[src/rtl/alu_pkg.sv]
// Shared definitions for the ALU scheduler slice: opcodes, datapath widths
// and the sequencing FSM state encoding.
package alu_pkg;

    localparam int DIN_W  = 4;
    localparam int DOUT_W = 5;

    localparam logic [1:0] ADD           = 2'b00;
    localparam logic [1:0] SUB           = 2'b01;
    localparam logic [1:0] NOT_A         = 2'b10;
    localparam logic [1:0] REDUCTIONOR_B = 2'b11;

    typedef enum logic [1:0] {
        IDLE = 2'b00,
        EXEC = 2'b01,
        RESP = 2'b10
    } state_t;

endpackage

[src/rtl/alu.sv]
// Registered 4-bit signed ALU producing a 5-bit signed result one cycle
// after its operands are presented.
module alu
    import alu_pkg::*;
(
    input  logic                     clk,
    input  logic                     reset,
    input  logic [1:0]               opcode,
    input  logic signed [DIN_W-1:0]  a,
    input  logic signed [DIN_W-1:0]  b,
    output logic signed [DOUT_W-1:0] c
);

    logic signed [DOUT_W-1:0] a_ext;
    logic signed [DOUT_W-1:0] b_ext;
    logic signed [DOUT_W-1:0] result;

    // Sign-extend first so ADD/SUB never overflow the 5-bit result.
    assign a_ext = {a[DIN_W-1], a};
    assign b_ext = {b[DIN_W-1], b};

    always_comb begin
        result = '0;
        case (opcode)
            ADD:           result = a_ext + b_ext;
            SUB:           result = a_ext - b_ext;
            NOT_A:         result = ~a_ext;
            REDUCTIONOR_B: result = {{(DOUT_W-1){1'b0}}, |b};
            default:       result = '0;
        endcase
    end

    always_ff @(posedge clk or posedge reset) begin
        if (reset) begin
            c <= '0;
        end else begin
            c <= result;
        end
    end

endmodule

[src/rtl/rr_arbiter.sv]
// Combinational round-robin arbiter: grants the first asserted request at or
// after ptr, wrapping, and reports the winner both one-hot and encoded.
module rr_arbiter #(
    parameter int NREQ = 4,
    parameter int IDW  = $clog2(NREQ)
) (
    input  logic [NREQ-1:0] req,
    input  logic [IDW-1:0]  ptr,
    input  logic            en,
    output logic [NREQ-1:0] gnt,
    output logic [IDW-1:0]  idx
);

    logic [IDW:0]   sum;
    logic [IDW-1:0] cand;
    logic           found;

    // The extra sum bit holds ptr+k before the modulo wrap back into range.
    always_comb begin
        gnt   = '0;
        idx   = '0;
        found = 1'b0;
        sum   = '0;
        cand  = '0;
        for (int k = 0; k < NREQ; k++) begin
            sum = {1'b0, ptr} + (IDW+1)'(k);
            if (sum >= (IDW+1)'(NREQ)) begin
                sum = sum - (IDW+1)'(NREQ);
            end
            cand = sum[IDW-1:0];
            if (!found && req[cand]) begin
                found     = 1'b1;
                idx       = cand;
                gnt[cand] = 1'b1;
            end
        end
        if (!en) begin
            gnt = '0;
        end
    end

endmodule

[src/rtl/alu_scheduler.sv]
// Shares one registered ALU among NREQ requesters: round-robin accept,
// one EXEC cycle through the ALU, then a tagged response held until taken.
module alu_scheduler
    import alu_pkg::*;
#(
    parameter int NREQ = 4,
    parameter int IDW  = $clog2(NREQ)
) (
    input  logic                  clk,
    input  logic                  reset,
    input  logic [NREQ-1:0]       req_valid,
    output logic [NREQ-1:0]       req_ready,
    input  logic [2*NREQ-1:0]     req_opcode,
    input  logic [DIN_W*NREQ-1:0] req_a,
    input  logic [DIN_W*NREQ-1:0] req_b,
    output logic                  rsp_valid,
    input  logic                  rsp_ready,
    output logic [IDW-1:0]        rsp_id,
    output logic [DOUT_W-1:0]     rsp_data,
    output logic [15:0]           ops_done
);

    state_t           state;
    logic [IDW-1:0]   ptr;
    logic [IDW-1:0]   win_idx;
    logic [NREQ-1:0]  gnt;
    logic             accept;
    logic [1:0]       op_code;
    logic [DIN_W-1:0] op_a;
    logic [DIN_W-1:0] op_b;

    logic [1:0]       opcode_arr [NREQ];
    logic [DIN_W-1:0] a_arr      [NREQ];
    logic [DIN_W-1:0] b_arr      [NREQ];

    for (genvar i = 0; i < NREQ; i++) begin : g_unpack
        assign opcode_arr[i] = req_opcode[2*i +: 2];
        assign a_arr[i]      = req_a[DIN_W*i +: DIN_W];
        assign b_arr[i]      = req_b[DIN_W*i +: DIN_W];
    end

    rr_arbiter #(
        .NREQ (NREQ),
        .IDW  (IDW)
    ) u_arbiter (
        .req (req_valid),
        .ptr (ptr),
        .en  (state == IDLE),
        .gnt (gnt),
        .idx (win_idx)
    );

    // The grant only ever covers a valid request, so any grant is an accept.
    assign req_ready = gnt;
    assign accept    = |gnt;

    always_ff @(posedge clk or posedge reset) begin
        if (reset) begin
            state     <= IDLE;
            ptr       <= '0;
            op_code   <= '0;
            op_a      <= '0;
            op_b      <= '0;
            rsp_id    <= '0;
            rsp_valid <= 1'b0;
            ops_done  <= '0;
        end else begin
            case (state)
                IDLE: begin
                    if (accept) begin
                        op_code <= opcode_arr[win_idx];
                        op_a    <= a_arr[win_idx];
                        op_b    <= b_arr[win_idx];
                        rsp_id  <= win_idx;
                        ptr     <= (win_idx == IDW'(NREQ-1)) ? '0 : win_idx + IDW'(1);
                        state   <= EXEC;
                    end
                end
                EXEC: begin
                    rsp_valid <= 1'b1;
                    state     <= RESP;
                end
                RESP: begin
                    if (rsp_ready) begin
                        rsp_valid <= 1'b0;
                        ops_done  <= ops_done + 16'd1;
                        state     <= IDLE;
                    end
                end
                default: state <= IDLE;
            endcase
        end
    end

    // Op registers hold through RESP, so the ALU keeps recomputing the same value.
    alu u_alu (
        .clk    (clk),
        .reset  (reset),
        .opcode (op_code),
        .a      (op_a),
        .b      (op_b),
        .c      (rsp_data)
    );

endmodule

[config.mk]
export PLATFORM = sky130hd
export DESIGN_NAME = alu_scheduler
export DESIGN_NICKNAME = d
export VERILOG_FILES = /design/src/rtl/alu_pkg.sv /design/src/rtl/alu.sv /design/src/rtl/rr_arbiter.sv /design/src/rtl/alu_scheduler.sv
export SDC_FILE = /design/constraint.sdc
export NUM_CORES = 1
export LEC_CHECK = 0
export CORE_MARGIN = 1.5
export CORE_UTILIZATION = 47
export CTS_CLUSTER_DIAMETER = 30
export DETAILED_ROUTE_END_ITERATION = 8
export PLACE_DENSITY_LB_ADDON = 0.3
export REMOVE_ABC_BUFFERS = 1
export SETUP_SLACK_MARGIN = 0.05
export SLEW_MARGIN = 20
export SYNTH_ARGS = -nofsm -noshare
export SYNTH_HDL_FRONTEND = slang
export SYNTH_SLANG_ARGS = --single-unit
[constraint.sdc]
create_clock -name clk -period 5.2 [get_ports clk]
set_input_delay 0.52 -clock clk [delete_from_list [all_inputs] [get_ports clk]]
set_output_delay 0.52 -clock clk [all_outputs]
set_load 0.03 [all_outputs]
# Yosys cells after proc, flatten, opt, wreduce, memory -nomap -nowiden
# Index checks and enable logic that the tools add are counted.
[totals]
regBits = 38
elab_cells = 113
out_inout_bits = 28
input_bits = 47
[op_classes]
eq_ne = 8
muxes = 48
bitwise = 5
order_cmp = 13
reduce_logical = 19
n_addsub = 11
[op_table]
columns = ["op", "count"]
rows = [
  ["$mux W4", 9],
  ["$mux W2", 13],
  ["$pmux W5 S4", 1],
  ["$add A16 B1 Y16 const B", 1],
  ["$bmux W4 S2", 2],
  ["$ge A3 B3 Y1 const B", 4],
  ["$lt A2 B3 Y1 const B", 4],
  ["$mux W1", 12],
  ["$or A4 B4 Y4", 3],
  ["$bmux W1 S2", 4],
  ["$demux W1 S2", 4],
  ["$eq A2 B2 Y1 const B", 4],
  ["$ge A2 B1 Y1 const B", 4],
  ["$reduce_and A2 Y1", 4],
  ["$reduce_or A4 Y1", 2],
  ["$sub A2 B1 Y2 const B", 4],
  ["$logic_and A1 B1 Y1", 7],
  ["$add A2 B2 Y3 const B", 2],
  ["$pmux W2 S3", 1],
  ["$add A4 B4 Y5", 1],
  ["$not A4 Y5", 1],
  ["$sub A4 B4 Y5", 1],
  ["$bmux W2 S2", 1],
  ["$eq A2 B1 Y1 const B", 2],
  ["9 further kinds", 13],
]

# Logic depth before layout (Yosys ltp)
# Gate-level depths: netlist of the first run.
[depth]
ltp_word = 18
ltp_mapped = 12
mapped_depth_nobuf = 11

# Cells and area by module
# From an unflattened synthesis of the first run, not the netlist that was laid out.
[hier_totals]
cells_unflattened = 221
hier_area_um2 = 2588.7
[modules_own_cells]
columns = ["mod", "area_each_um2", "seq_area_each_um2", "n_inst", "cells_per_inst"]
rows = [
  ["alu_scheduler", 1635.3, 825.8, 1, 115],
  ["alu", 504.2, 125.1, 1, 58],
  ["rr_arbiter", 449.2, 0.0, 1, 48],
]

# Least setup slack after synthesis of the first run
# No wires, ideal clock.
[synth_timing]
path_kind = "reg2out"
start = "register ptr[0]"
end = "output req_ready[1]"
stages_incl_launch_ff = 11
t_arrival_ns = 3.066
required_ns = 4.680
path_buffers = 2
path_slack_ns = 1.614
path_cell_list = "dfrtp_1 buf_6 inv_1 ha_1 buf_6 mux2_2 mux2i_1 nand4_1 a31oi_1 a21oi_1 nor3_1"
[synth_between]
elab_chain_cells = 15
elab_cells_between_ends = 60
classes_between = "add/sub (7); order compare (12); mux (28); bitwise (3); reduce/logical (10)"
[synth_rtl]
columns = ["item", "line_no", "rtl"]
rows = [
  ["start: declaration", "alu_scheduler.sv:24", "logic [IDW-1:0] ptr;"],
  ["start signal: assignment", "alu_scheduler.sv:75", "ptr <= (win_idx == IDW'(NREQ-1)) ? '0 : win_idx + IDW'(1);"],
  ["branches (longest 13 deep; another with $add A2 B1 Y3)", "--", ""],
  ["$mux W4 *", "rr_arbiter.sv:31", "if (!found && req[cand]) begin"],
  ["$mux W4 *", "rr_arbiter.sv:37", "if (!en) begin"],
  ["end: declaration", "alu_scheduler.sv:12", "output logic [NREQ-1:0] req_ready,"],
]
# Mark *: on every way between the ends. The select of a mux whose other input is x is not followed.

# Worst setup path after layout of the first run
[layout_timing]
start = "register ptr[1]"
end = "output req_ready[1]"
# Same word-level chain as after synthesis.

==> summary.txt, run 1 <==
Detailed routing
  – Post-DRT Antenna Nets: 0
  – 1st-iter DRT viols: 101
  – Router iterations before antenna repair: 4
  – # DRC: 0
  – WL/cell: 14.1 um
  – Vias: 2135
  – Drt via density: 5.39
  – WL final: 5570 um

Power
  – PwrDens: 663 nW/um^2
  – Leak: 1.49 nW
  – Power Total: 2.38 mW
  – Maximum vdd drop: 0.363 mV

Timing
  – Final min period: 4.45 ns
  – Final setup viols: 0
  – Fmax: 225 MHz
  – Rel. slew slack: 50.8%
  – RSZ-0062 raised after global routing: no
  – Final worst-path setup slack: 0.746 ns
  – Max Clock Skew: 0.00832 ns
  – Final period util: 85.6%
  – Slew Limit Fails: 0
  – Final Hold Viols: 0
  – Setup TNS: 0 ns
  – Worst Tran Pin Value: 0.738 ns

Cells and area
  – Synth-to-Final Area Change: 34.1%
  – # nets final: 385
  – Ant diodes: 0
  – Fraction of layout cells with a size suffix above 1: 17.6%

Critical path
  – Arrival @ worst endpoint: 3.93 ns
  – CP startpoint kind: flop
  – Critical Setup Path Class: flop to primary output
  – CP top delay family: buffers and inverters
  – Critical path cell sequence: inv_1 -> ha_1 -> mux2_2 -> mux2i_1 -> nand4_1 -> a31oi_1 -> a21oi_1 -> nor3_1 -> clkdlybuf4s50_1
  – CP endpoint kind: primary output
  – Critical Path Max Stage Delay: 0.70 ns
  – Worst EP required: 4.68 ns
  – Slowest cell on the critical path: clkdlybuf4s50_1
  – Worst-path fanout max: 14
  – Crit path depth: 9
  – Buf/Inv on CP: 2
  – R2R cell count: 9
  – Internal reg-to-reg setup slack: 1.46 ns

Logic synthesis
  – Top cell type's share of synthesized area: 35.5%
  – Main area contributors after synthesis: dfrtp_1 35%, mux2_2 9.2%, mux4_2 8.4%
  – Post-Synth Adder-Cell Area: 7.28%
  – Largest family of logic cells by synthesized area: multiplexers
  – Multiplexer share of the synthesized area: 19.7%
  – Asr flop ratio synth: 100%
  – Post-synthesis register bit count: 38
  – XOR/XNOR Fraction of Synth Area: 6.54%
  – Mapped Cells: 249
  – Simple-gate share of the synthesized area: 15.5%
  – Top FF cell, synth: dfrtp_1
  – Yosys top cell by area: dfrtp_1
  – Cell Area, Synth: 2680 um^2
  – Post-synth EDFFs: 0
  – Synthesized area per cell: 10.8 um^2
  – Yosys warning count: 0
  – Synth unique cells: 48
  – Post-synthesis compound-gate area fraction: 11.3%
  – Sequential share of the synthesized area: 35.5%

Floorplan
  – FP Rows: 27
  – Initial core utilization: 48.7%
  – # IOs: 75
  – Total die area: 6160 um^2
  – Chip height: 78.5 um
  – Die Wd: 78.5 um
  – Placeable Area: 5510 um^2

Status
  – Outcome: finished, final reports clean

Clock tree
  – CTS tree: yes
  – Max Root-Sink Buffers: 2
  – H-Tree Depth: 2
  – Clk root buf: clkbuf_8
  – Clock sink count: 38
  – Clock transition at path regs: 0.08 ns
  – Setup bufs post-CTS: 0
  – Cts bufs inserted: 5
  – Cts-stage hold buffer count: 0
  – Gates resized, CTS repair: 0
  – Skew-Pair Late Insertion Delay: 0.29 ns

Global routing
  – Initial antenna violation count: 0
  – Wire length of the first global-routing pass: 9540 um
  – Number of global-route vias before repair: 2083
  – Grt total ovfl: 0
  – Total GRT Usage: 19.5%
  – Largest net degree at the start of global routing: 39

Placement
  – Routability cong.: 0.869
  – DP Worst Slack: 1.07 ns
  – Port bufs: 74
  – Dpl hpwl: 4340 um

Worst hold path
  – Hold WC Path Type: flop to flop
  – Hold path cells: 1

Job
  – Maximum Capacitance Violations: 0
## power by group
part           leakage, nW  total [mW]  internal [mW]  switching [mW]
Clock               0.0579       0.243          0.141           0.102
Sequential           0.478       0.539          0.410           0.129
Combinational        0.958        1.60          0.813           0.788
## Yosys cell counts (6+ instances only)
cell type / number
nor2_1: 23
xor2_1: 6
nor3_1: 6
clkbuf_1: 6
ha_1: 14
xnor2_1: 14
inv_1: 10
a21oi_1: 13
mux4_2: 10
mux2_2: 22
nand2_1: 14
dfrtp_1: 38
## metrics by stage
step,instances,hold WS [ns],util (%),instance area (um^2)
finish,396,0.475,65.3,3590
global route,396,0.488,65.3,3590
CTS,396,0.476,65.1,3580
detailed placement,388,0.466,63.1,3470
global placement,388,0.458,63.1,3470
floorplan,238,0.479,-,2600
## flip-flops by register name (all words and copies together) (netlist names)
register / count
ops_done: 16
rsp_valid: 1
rsp_id: 2
op_code: 2
u_alu.c: 5
op_b: 4
state: 2
op_a: 4
ptr: 2
## final timing paths
check / to / startpoint
worst max-delay path: req_ready[1] / ptr[1]
worst min-delay path: ops_done[15] / ops_done[15]
worst max register to register: op_code[1] / ptr[1]
worst min register to register: ops_done[15] / ops_done[15]
max in group asynchronous: op_b[0] / reset
min in group asynchronous: ops_done[7] / reset
## layout by cell type, fill, tap and decap left out, types with 2 or more instances in the layout
cell type,n
xnor2_1,14
nor2_1,23
ha_1,14
clkbuf_8,5
nand4_1,5
nor3_1,6
a31oi_1,3
nand3b_1,4
mux2_2,22
and3_1,5
xor2_1,6
inv_1,10
o22ai_1,3
clkdlybuf4s50_1,74
buf_4,4
dfrtp_1,38
mux4_2,10
nand2_1,14
a21o_1,2
o21ai_0,5
and3_2,3
a21oi_1,13
mux2i_1,4
a2111oi_0,2
nand2b_1,5
clkinv_2,2
nor2b_1,3
nand3_1,4
## area by class of cell
| type | count | area (um^2) |
|---|---|---|
| Clock buffer | 5 | 68.8 |
| Sequential cell | 38 | 951 |
| Fill cell | 437 | 1910 |
| Tap cell | 72 | 90.1 |
| Multi-Input combinational cell | 190 | 1640 |
| Inverter | 10 | 37.5 |
| Timing Repair Buffer | 78 | 771 |
| Clock inverter | 3 | 40.0 |
## logic make-up (layout without fill, tap and decap cells)
| group | Yosys count | in the layout |
|---|---|---|
| simple gates | 79 | 79 |
| xor+xnor | 20 | 20 |
| buf+inv | 21 | 96 |
| flops | 38 | 38 |
| fa+ha+maj | 15 | 15 |
| compound gates | 39 | 39 |
| mux | 37 | 37 |
## layer usage
| layer | wire (um) | GRT usage (%) | up-vias |
|---|---|---|---|
| li1 | - | - | 1059 |
| met1 | 2470 | 23.9 | 1032 |
| met2 | 2900 | 35.3 | 40 |
| met3 | 160 | 3.14 | 4 |
| met4 | 34 | 4.82 | 0 |
| met5 | 0 | 0 | - |
Note: power is estimated with default switching activity, not from simulation.
==> inputs of run 2 (changes only) <==
==> constraint.sdc (replaced) <==
create_clock -name clk -period 4.2 [get_ports clk]
set_input_delay 0.42 -clock clk [delete_from_list [all_inputs] [get_ports clk]]
set_output_delay 0.42 -clock clk [all_outputs]
set_load 0.03 [all_outputs]
==> summary.txt, run 2 (synthesized netlist as in run 1, its figures left out) <==
Status
  – Outcome: finished, final reports clean

Floorplan
  – FP Rows: 27
  – Die Wd: 78.5 um
  – # IOs: 75
  – Chip height: 78.5 um
  – Placeable Area: 5510 um^2
  – Initial core utilization: 48.7%
  – Total die area: 6160 um^2

Worst hold path
  – Hold_sp: ops_done[15]
  – Hold WC Path Type: flop to flop

Timing
  – Fmax: 273 MHz
  – Final Hold Viols: 0
  – Worst hold slack: 0.474 ns
  – Final min period: 3.67 ns
  – RSZ-0062 raised after global routing: no
  – Worst Tran Pin Value: 0.664 ns
  – Slew Limit Fails: 0
  – Max Clock Skew: 0.00527 ns
  – Final period util: 87.3%
  – Final worst-path setup slack: 0.532 ns
  – Final setup viols: 0
  – Rel. slew slack: 54.6%
  – Setup TNS: 0 ns

Critical path
  – Worst-path fanout max: 14
  – Worst EP required: 3.78 ns
  – Arrival @ worst endpoint: 3.25 ns
  – CP endpoint kind: primary output
  – Critical Setup Path Class: flop to primary output
  – CP Launch Point: ptr[1]
  – Reg2Reg Launch Point: ptr[1]
  – CP startpoint kind: flop

Detailed routing
  – Router iterations before antenna repair: 4
  – Vias: 2145
  – # DRC: 0
  – WL/cell: 15.1 um
  – 1st-iter DRT viols: 88
  – Drt via density: 5.39
  – WL final: 6030 um
  – Post-DRT Antenna Nets: 0

Job
  – Maximum Capacitance Violations: 0

Cells and area
  – Multi-input logic area: 1630 um^2
  – Reg area: 952 um^2
  – Post-route non-filler standard cell count: 398
  – Commonest non-fill, non-tap cell in the layout: clkdlybuf4s50_1
  – Ant diodes: 0
  – Largest Register: ops_done
  – FILL cells: 450
  – Fraction of layout cells with a size suffix above 1: 18.1%
  – Commonest cells after routing, fill and taps aside: 70 x clkdlybuf4s50_1, 37 x dfrtp_1, 23 x nor2_1, 22 x mux2_2
  – # nets final: 387
  – Top Registers: ops_done (16), u_alu.c (5)
  – Max FFs per register: 16
  – Fin util: 65.2%
  – Synth-to-Final Area Change: 34.0%
  – Final design area excluding fillers: 3590 um^2

Power
  – Switching part of the total: 43.5%
  – PwrDens: 819 nW/um^2
  – Leak: 1.55 nW
  – Power Total: 2.94 mW
  – Maximum vdd drop: 0.523 mV
  – Comb pwr share: 68.8%
  – Clock share of power: 8.5%
  – Sequential fraction of design power: 22.7%
  – Pint: 1.66 mW
  – Psw: 1.28 mW

Clock tree
  – Clk root buf: clkbuf_8
  – Cts-stage hold buffer count: 0
  – H-Tree Depth: 2
  – Cts bufs inserted: 5
  – CTS tree: yes
  – Skew-Pair Late Insertion Delay: 0.28 ns
  – Max Root-Sink Buffers: 2
  – Clock sink count: 38
  – Clock transition at path regs: 0.07 ns

Placement
  – Routability cong.: 0.837
  – Port bufs: 74
  – Dpl hpwl: 4620 um
  – DP Worst Slack: 0.411 ns
  – Placed cell count: 390
  – Cell Area, Placed: 3490 um^2

Global routing
  – Grt total ovfl: 0
  – Initial antenna violation count: 0
  – Total GRT Usage: 21.0%
  – Wire length of the first global-routing pass: 10200 um
  – Number of global-route vias before repair: 2151
  – Largest net degree at the start of global routing: 39
-- run 2: changes by cell type in the layout (fill, tap and decap cells not counted), sizes merged --
cell / before / now
clkbuf: 5 / 7
clkinv: 2 / 1
clkdlybuf4s50: 74 / 70
bufinv: 1 / 0
buf: 4 / 6
dlymetal6s2s: 0 / 4
-- run 2: final timing paths --
check                                    end  slack (ns)  cells past startpoint
min in group asynchronous        ops_done[7]        0.55                      3
worst min register to register  ops_done[15]        0.47                      1
worst min-delay path            ops_done[15]        0.47                      1
worst max register to register       op_a[2]        0.60                      9
max in group asynchronous             ptr[1]        3.28                      3
worst max-delay path            req_ready[0]        0.53                      9
-- run 2: power groups by stage --
stage	Clock, mW	Sequential, mW	Combinational (mW)
final	0.249	0.668	2.02
after global routing	0.276	0.694	2.24
after CTS	0.258	0.666	2.05
after detailed placement	0	0.673	2.04
after global placement	0	0.664	1.98
after floorplan	0	0.768	1.37
-- run 2: per-layer routing --
metal	GRT usage (%)	part of all wire, %
met1	26.0	43
met3	2.33	1.8
met5	0	0
met2	37.7	54
met4	7.32	0.91
-- run 2: cell type report --
cell class                 instances  area share (%)
sequential                        38            26.5
tap                               72            2.51
clock inverter                     1           0.139
multi-input combinational        190            45.2
timing repair buffer              80            22.2
clock buffer                       7            2.40
inverter                          10            1.04
-- run 2: critical path, stage by stage (launching register included) --
cell and delay, ns:
dfrtp_2 0.49, inv_1 0.17, ha_1 0.48, mux2_2 0.41, and3_2 0.22, a2111oi_0 0.62
nor2_1 0.12, a21oi_1 0.15, nor3_1 0.06, dlymetal6s2s_1 0.25
-- run 2: what timing repair did --
| action | 4_1_cts | 5_1_grt |
|---|---|---|
| resized for setup | 0 | 6 |
| setup endpoints to repair | 0 | 4 |
| buffers inserted | 0 | 0 |
==> patch 1: new RTL, config.mk and constraints of run 2 <==
Encoding of `state_t`: now one-hot (3 bits for 3 states).
--- a/src/rtl/alu_pkg.sv
+++ b/src/rtl/alu_pkg.sv
@@ -10,10 +10,10 @@
     localparam logic [1:0] NOT_A         = 2'b10;
     localparam logic [1:0] REDUCTIONOR_B = 2'b11;
 
-    typedef enum logic [1:0] {
-        IDLE = 2'b00,
-        EXEC = 2'b01,
-        RESP = 2'b10
+    typedef enum logic [2:0] {
+        IDLE = 3'b001,
+        EXEC = 3'b010,
+        RESP = 3'b100
     } state_t;
 
 endpackage
Behaviour: no difference found for any inputs over 4 cycles, from zero or initial values and one cycle with reset high; so few cycles prove little.
==> patch 1 against run 2 <==
Synthesized cell count up 38%. Total power up 9.1%. Setup slack worse by 0.23 ns. First-iteration DRC count up 61%. Area after synthesis up 14%. Sequential cell count up 1. Highest routed layer unchanged. Cell area up 10%. Final cell count up 21%. Fmax down 6.0%. Wire length up 22%. Largest cell class unchanged.
==> patch 1: results (changes against run 2) <==
run_status:
  status: "finished clean"  # unchanged
final_layout:
  clock_buffers: 5  # was 7
  buf_share_pct: 19.7  # was 22.2%
  multi_input_area_mm2: 0.00187  # was 0.00163 mm2
  nNonClkInverters: 33  # was 10
  finish.instance_area_mm2: 0.00396  # was 0.00359 mm2
  drive_above_1_share_pct: 9.65  # was 18.1%
  sh_seq_area_pct: 24.7  # was 26.5%
route:
  wirelength_mm: 7.33  # was 6.03 mm
  firstDrtPassIters: 5  # was 4
  detail_route.wl_per_cell_um: 15.2  # was 15.1 um
  drt-initial-drc-count: 142  # was 88
  met1Wirelength_mm: 3.37  # was 2.60 mm
yosys:
  ys_top_cells_by_count: "43 x nand2_1, 38 x dfrtp_1, 33 x inv_1"  # was 38 x dfrtp_1, 23 x nor2_1, 22 x mux2_2
  synth-compound-area-share_pct: 23.5  # was 11.3%
  syn_inst: 344  # was 249
  synth_top_family_by_area: "compound AO/OA/AOI/OAI gates"  # was multiplexers
  synth_mux_area_share_pct: 10.2  # was 19.7%
  synth_area_leaders: "dfrtp_1 31%, ha_1 5.7%, o2111ai_1 5.7%"  # was dfrtp_1 35%, mux2_2 9.2%, mux4_2 8.4%
global_routing:
  grt_use_total_pct: 20.8  # was 21.0%
power:
  switching_power_w: 0.00154  # was 0.00128 W
  p_leak_nw: 1.65  # was 1.55 nW
worst_setup_path:
  r2r_cells: 7  # was 9
place:
  dp_hpwl_mm: 5.15  # was 4.62 mm
  dp_slack_ns: 0.465  # was 0.411 ns
floorplanning:
  num_tap_cells: 77  # was 72
-- patch 1: final timing paths --
kind | slack [ns] | to | startpoint
max in group asynchronous | 3.30 | ptr[1]$_DFFE_PP0P_ | reset
min in group asynchronous | 0.54 | ops_done[8]$_DFFE_PP0P_ | reset
worst max register to register | 0.63 | op_b[2]$_DFFE_PP0P_ | ptr[1]$_DFFE_PP0P_
worst min-delay path | 0.48 | ops_done[15]$_DFFE_PP0P_ | ops_done[15]$_DFFE_PP0P_
worst min register to register | 0.48 | ops_done[15]$_DFFE_PP0P_ | ops_done[15]$_DFFE_PP0P_
worst max-delay path | 0.30 | req_ready[1] | ptr[1]$_DFFE_PP0P_
-- patch 1: layer usage --
layer  up-vias  GRT usage (%)
met5         -              0
met2        83           34.4
li1       1387              -
met1      1358           28.1
met3         9           3.36
met4         0           6.11
-- patch 1: repair_timing --
action	in CTS	in global routing
buffers inserted	0	0
resized for setup	0	1
endpoints found under the setup margin	0	4
==> patch 2: new RTL, settings of run 2 <==
Without the edit above. `NREQ` is set to 4 in 2 places; all go to 8.
--- a/src/rtl/rr_arbiter.sv
+++ b/src/rtl/rr_arbiter.sv
@@ -1,7 +1,7 @@
 // Combinational round-robin arbiter: grants the first asserted request at or
 // after ptr, wrapping, and reports the winner both one-hot and encoded.
 module rr_arbiter #(
-    parameter int NREQ = 4,
+    parameter int NREQ = 8,
     parameter int IDW  = $clog2(NREQ)
 ) (
     input  logic [NREQ-1:0] req,
--- a/src/rtl/alu_scheduler.sv
+++ b/src/rtl/alu_scheduler.sv
@@ -3,7 +3,7 @@
 module alu_scheduler
     import alu_pkg::*;
 #(
-    parameter int NREQ = 4,
+    parameter int NREQ = 8,
     parameter int IDW  = $clog2(NREQ)
 ) (
     input  logic                  clk,
Ports: changed (6 resized); port bits go from 75 to 124. The function was not compared with the original's and may differ.
==> patch 2 against run 2 <==
Die area grew 53%. Synthesized cell count grew 61%. Wire length grew 87%. Via count grew 79%. Cell area grew 59%. Sequential cell count grew 2. Critical path depth grew 3. Setup slack lost 0.30 ns. Global-route usage grew 2.1 points. Area after synthesis grew 55%.
Power is left out: the tool's default activity adds up to more than one toggle a clock period on the data nets, which glitch-free logic cannot reach.
==> patch 2: results (changes against run 2) <==
final_layout:
  reg.largest.list: "ops_done: 16 flops, u_alu.c: 5 flops"  # unchanged
  final_cells: 635  # was 398
  nFillCells: 651  # was 450
  antenna_cells: 0  # unchanged
  nNetsFinal: 632  # was 387
  drive_above_1_share_pct: 22.4  # was 18.1%
yosys:
  seq_area_frac_synth_pct: 24.1  # was 35.5%
  ys_top_cells_by_count: "40 x dfrtp_1, 33 x mux4_2, 28 x nor2_1"  # was 38 x dfrtp_1, 23 x nor2_1, 22 x mux2_2
  async_reset_ff_share_pct: 100  # unchanged
  synth_area_leaders: "dfrtp_1 24%, mux4_2 18%, mux2_2 6.2%"  # was dfrtp_1 35%, mux2_2 9.2%, mux4_2 8.4%
  yosys_warnings: 0  # unchanged
  synth_cell_type_count: 66  # was 48
  syn_avg_cell_area_um2: 10.3  # was 10.8 um2
timing:
  worst_clock_skew_ns: 0.00498  # was 0.00527 ns
  max_slew.worst_pin.slew_ns: 0.528  # was 0.664 ns
place:
  io_buffers: 123  # was 74
  dp_slack_ns: 0.100  # was 0.411 ns
  dp_hpwl_mm: 8.55  # was 4.62 mm
  dpl-instance-area_mm2: 0.00554  # was 0.00349 mm2
  gp_congestion: 0.905  # was 0.837
clock_network:
  cts_buffer_depth: 2  # unchanged
  cts_buffers: 5  # unchanged
  cts_max_level: 2  # unchanged
  path_clk_slew_ns: 0.09  # was 0.07 ns
  cts-root-buf: "clkbuf_8"  # unchanged
  worstSkewPairLatency_ns: 0.30  # was 0.28 ns
route:
  num_vias: 3835  # was 2145
  wirelength_mm: 11.2  # was 6.03 mm
  drt-initial-drc-count: 384  # was 88
  firstDrtPassIters: 6  # was 4
worst_hold_path:
  hold_class: "reg2reg"  # unchanged
worst_setup_path:
  cp_max_fo: 12  # was 14
  critPathArrivalTime_ns: 4.15  # was 3.25 ns
global_routing:
  grt_max_degree: 44  # was 39
  grt_pass1_vias: 3699  # was 2151
  grt_pass1_wl_mm: 18.1  # was 10.2 mm
  antenna_found_initial: 0  # unchanged
  grt_use_total_pct: 23.2  # was 21.0%
run_status:
  status: "finished clean"  # unchanged
[patch 2: through the flow]
| step | util (%) | hold WS, ns |
|---|---|---|
| final | 66.3 | 0.475 |
| after global routing | 66.3 | 0.494 |
| after CTS | 65.5 | 0.482 |
| after detailed placement | 64.2 | 0.467 |
| after global placement | 64.2 | 0.460 |
| after floorplan | - | 0.466 |
[patch 2: cell type report]
cell class / count / area, um2 / share of cell area (%)
Clock buffer: 5 / 68.8 / 1.20
Clock inverter: 3 / 46.3 / 0.808
Inverter: 18 / 67.6 / 1.18
Multi-Input combinational cell: 316 / 2970 / 51.9
Sequential cell: 40 / 1000 / 17.5
Tap cell: 108 / 135 / 2.36
Timing Repair Buffer: 145 / 1440 / 25.1
[patch 2: kinds of logic after synthesis]
| logic type | count (synthesis) | synth area share, % |
|---|---|---|
| and+or+nand+nor | 108 | 13.8 |
| xor gates and xnor gates | 23 | 4.85 |
| adders and majority gates | 15 | 4.70 |
| AOI/OAI and AO/OA | 90 | 16.3 |
| buffers and inverters | 46 | 5.48 |
| muxes | 80 | 30.8 |
| DFF | 40 | 24.1 |
[patch 2: critical path: stages (launching register included)]
cell	delay, ns
dfrtp_1	0.37
inv_1	0.09
ha_4	0.32
mux2_2	0.36
mux4_2	0.50
o32ai_2	0.25
nand2_1	0.11
o32a_1	0.38
a22oi_4	0.21
buf_12	0.20
mux4_2	0.50
mux2_2	0.28
mux2_2	0.27
[patch 2: path summary, 6_finish.rpt]
kind / start / end / slack (ns) / cells after the start
hold / removal: ops_done[15]$_DFFE_PP0P_ / ops_done[15]$_DFFE_PP0P_ / 0.47 / 1
max in group asynchronous: reset / rsp_id[1]$_DFFE_PP0P_ / 3.27 / 3
hold reg to reg: ops_done[15]$_DFFE_PP0P_ / ops_done[15]$_DFFE_PP0P_ / 0.47 / 1
setup reg to reg: ptr[0]$_DFFE_PP0P_ / op_a[2]$_DFFE_PP0P_ / 0.23 / 12
setup / recovery: ptr[0]$_DFFE_PP0P_ / op_a[2]$_DFFE_PP0P_ / 0.23 / 12
min in group asynchronous: reset / ops_done[0]$_DFFE_PP0P_ / 0.56 / 3
[patch 2: per-layer routing]
layer,track usage [%],vias to the layer above,wire [um]
li1,-,1804,-
met1,30.9,1852,4770
met3,3.25,19,599
met2,39.2,160,5650
met4,6.80,0,229
met5,0,-,0
[patch 2: timing repair]
item                       CTS  global route
hold buffers                 0             0
hold endpoints to repair     0             0
gates cloned                 0             1
setup buffers                0             0
pin swaps                    0             0
gates resized for setup      1            10
setup endpoints to repair    1            21
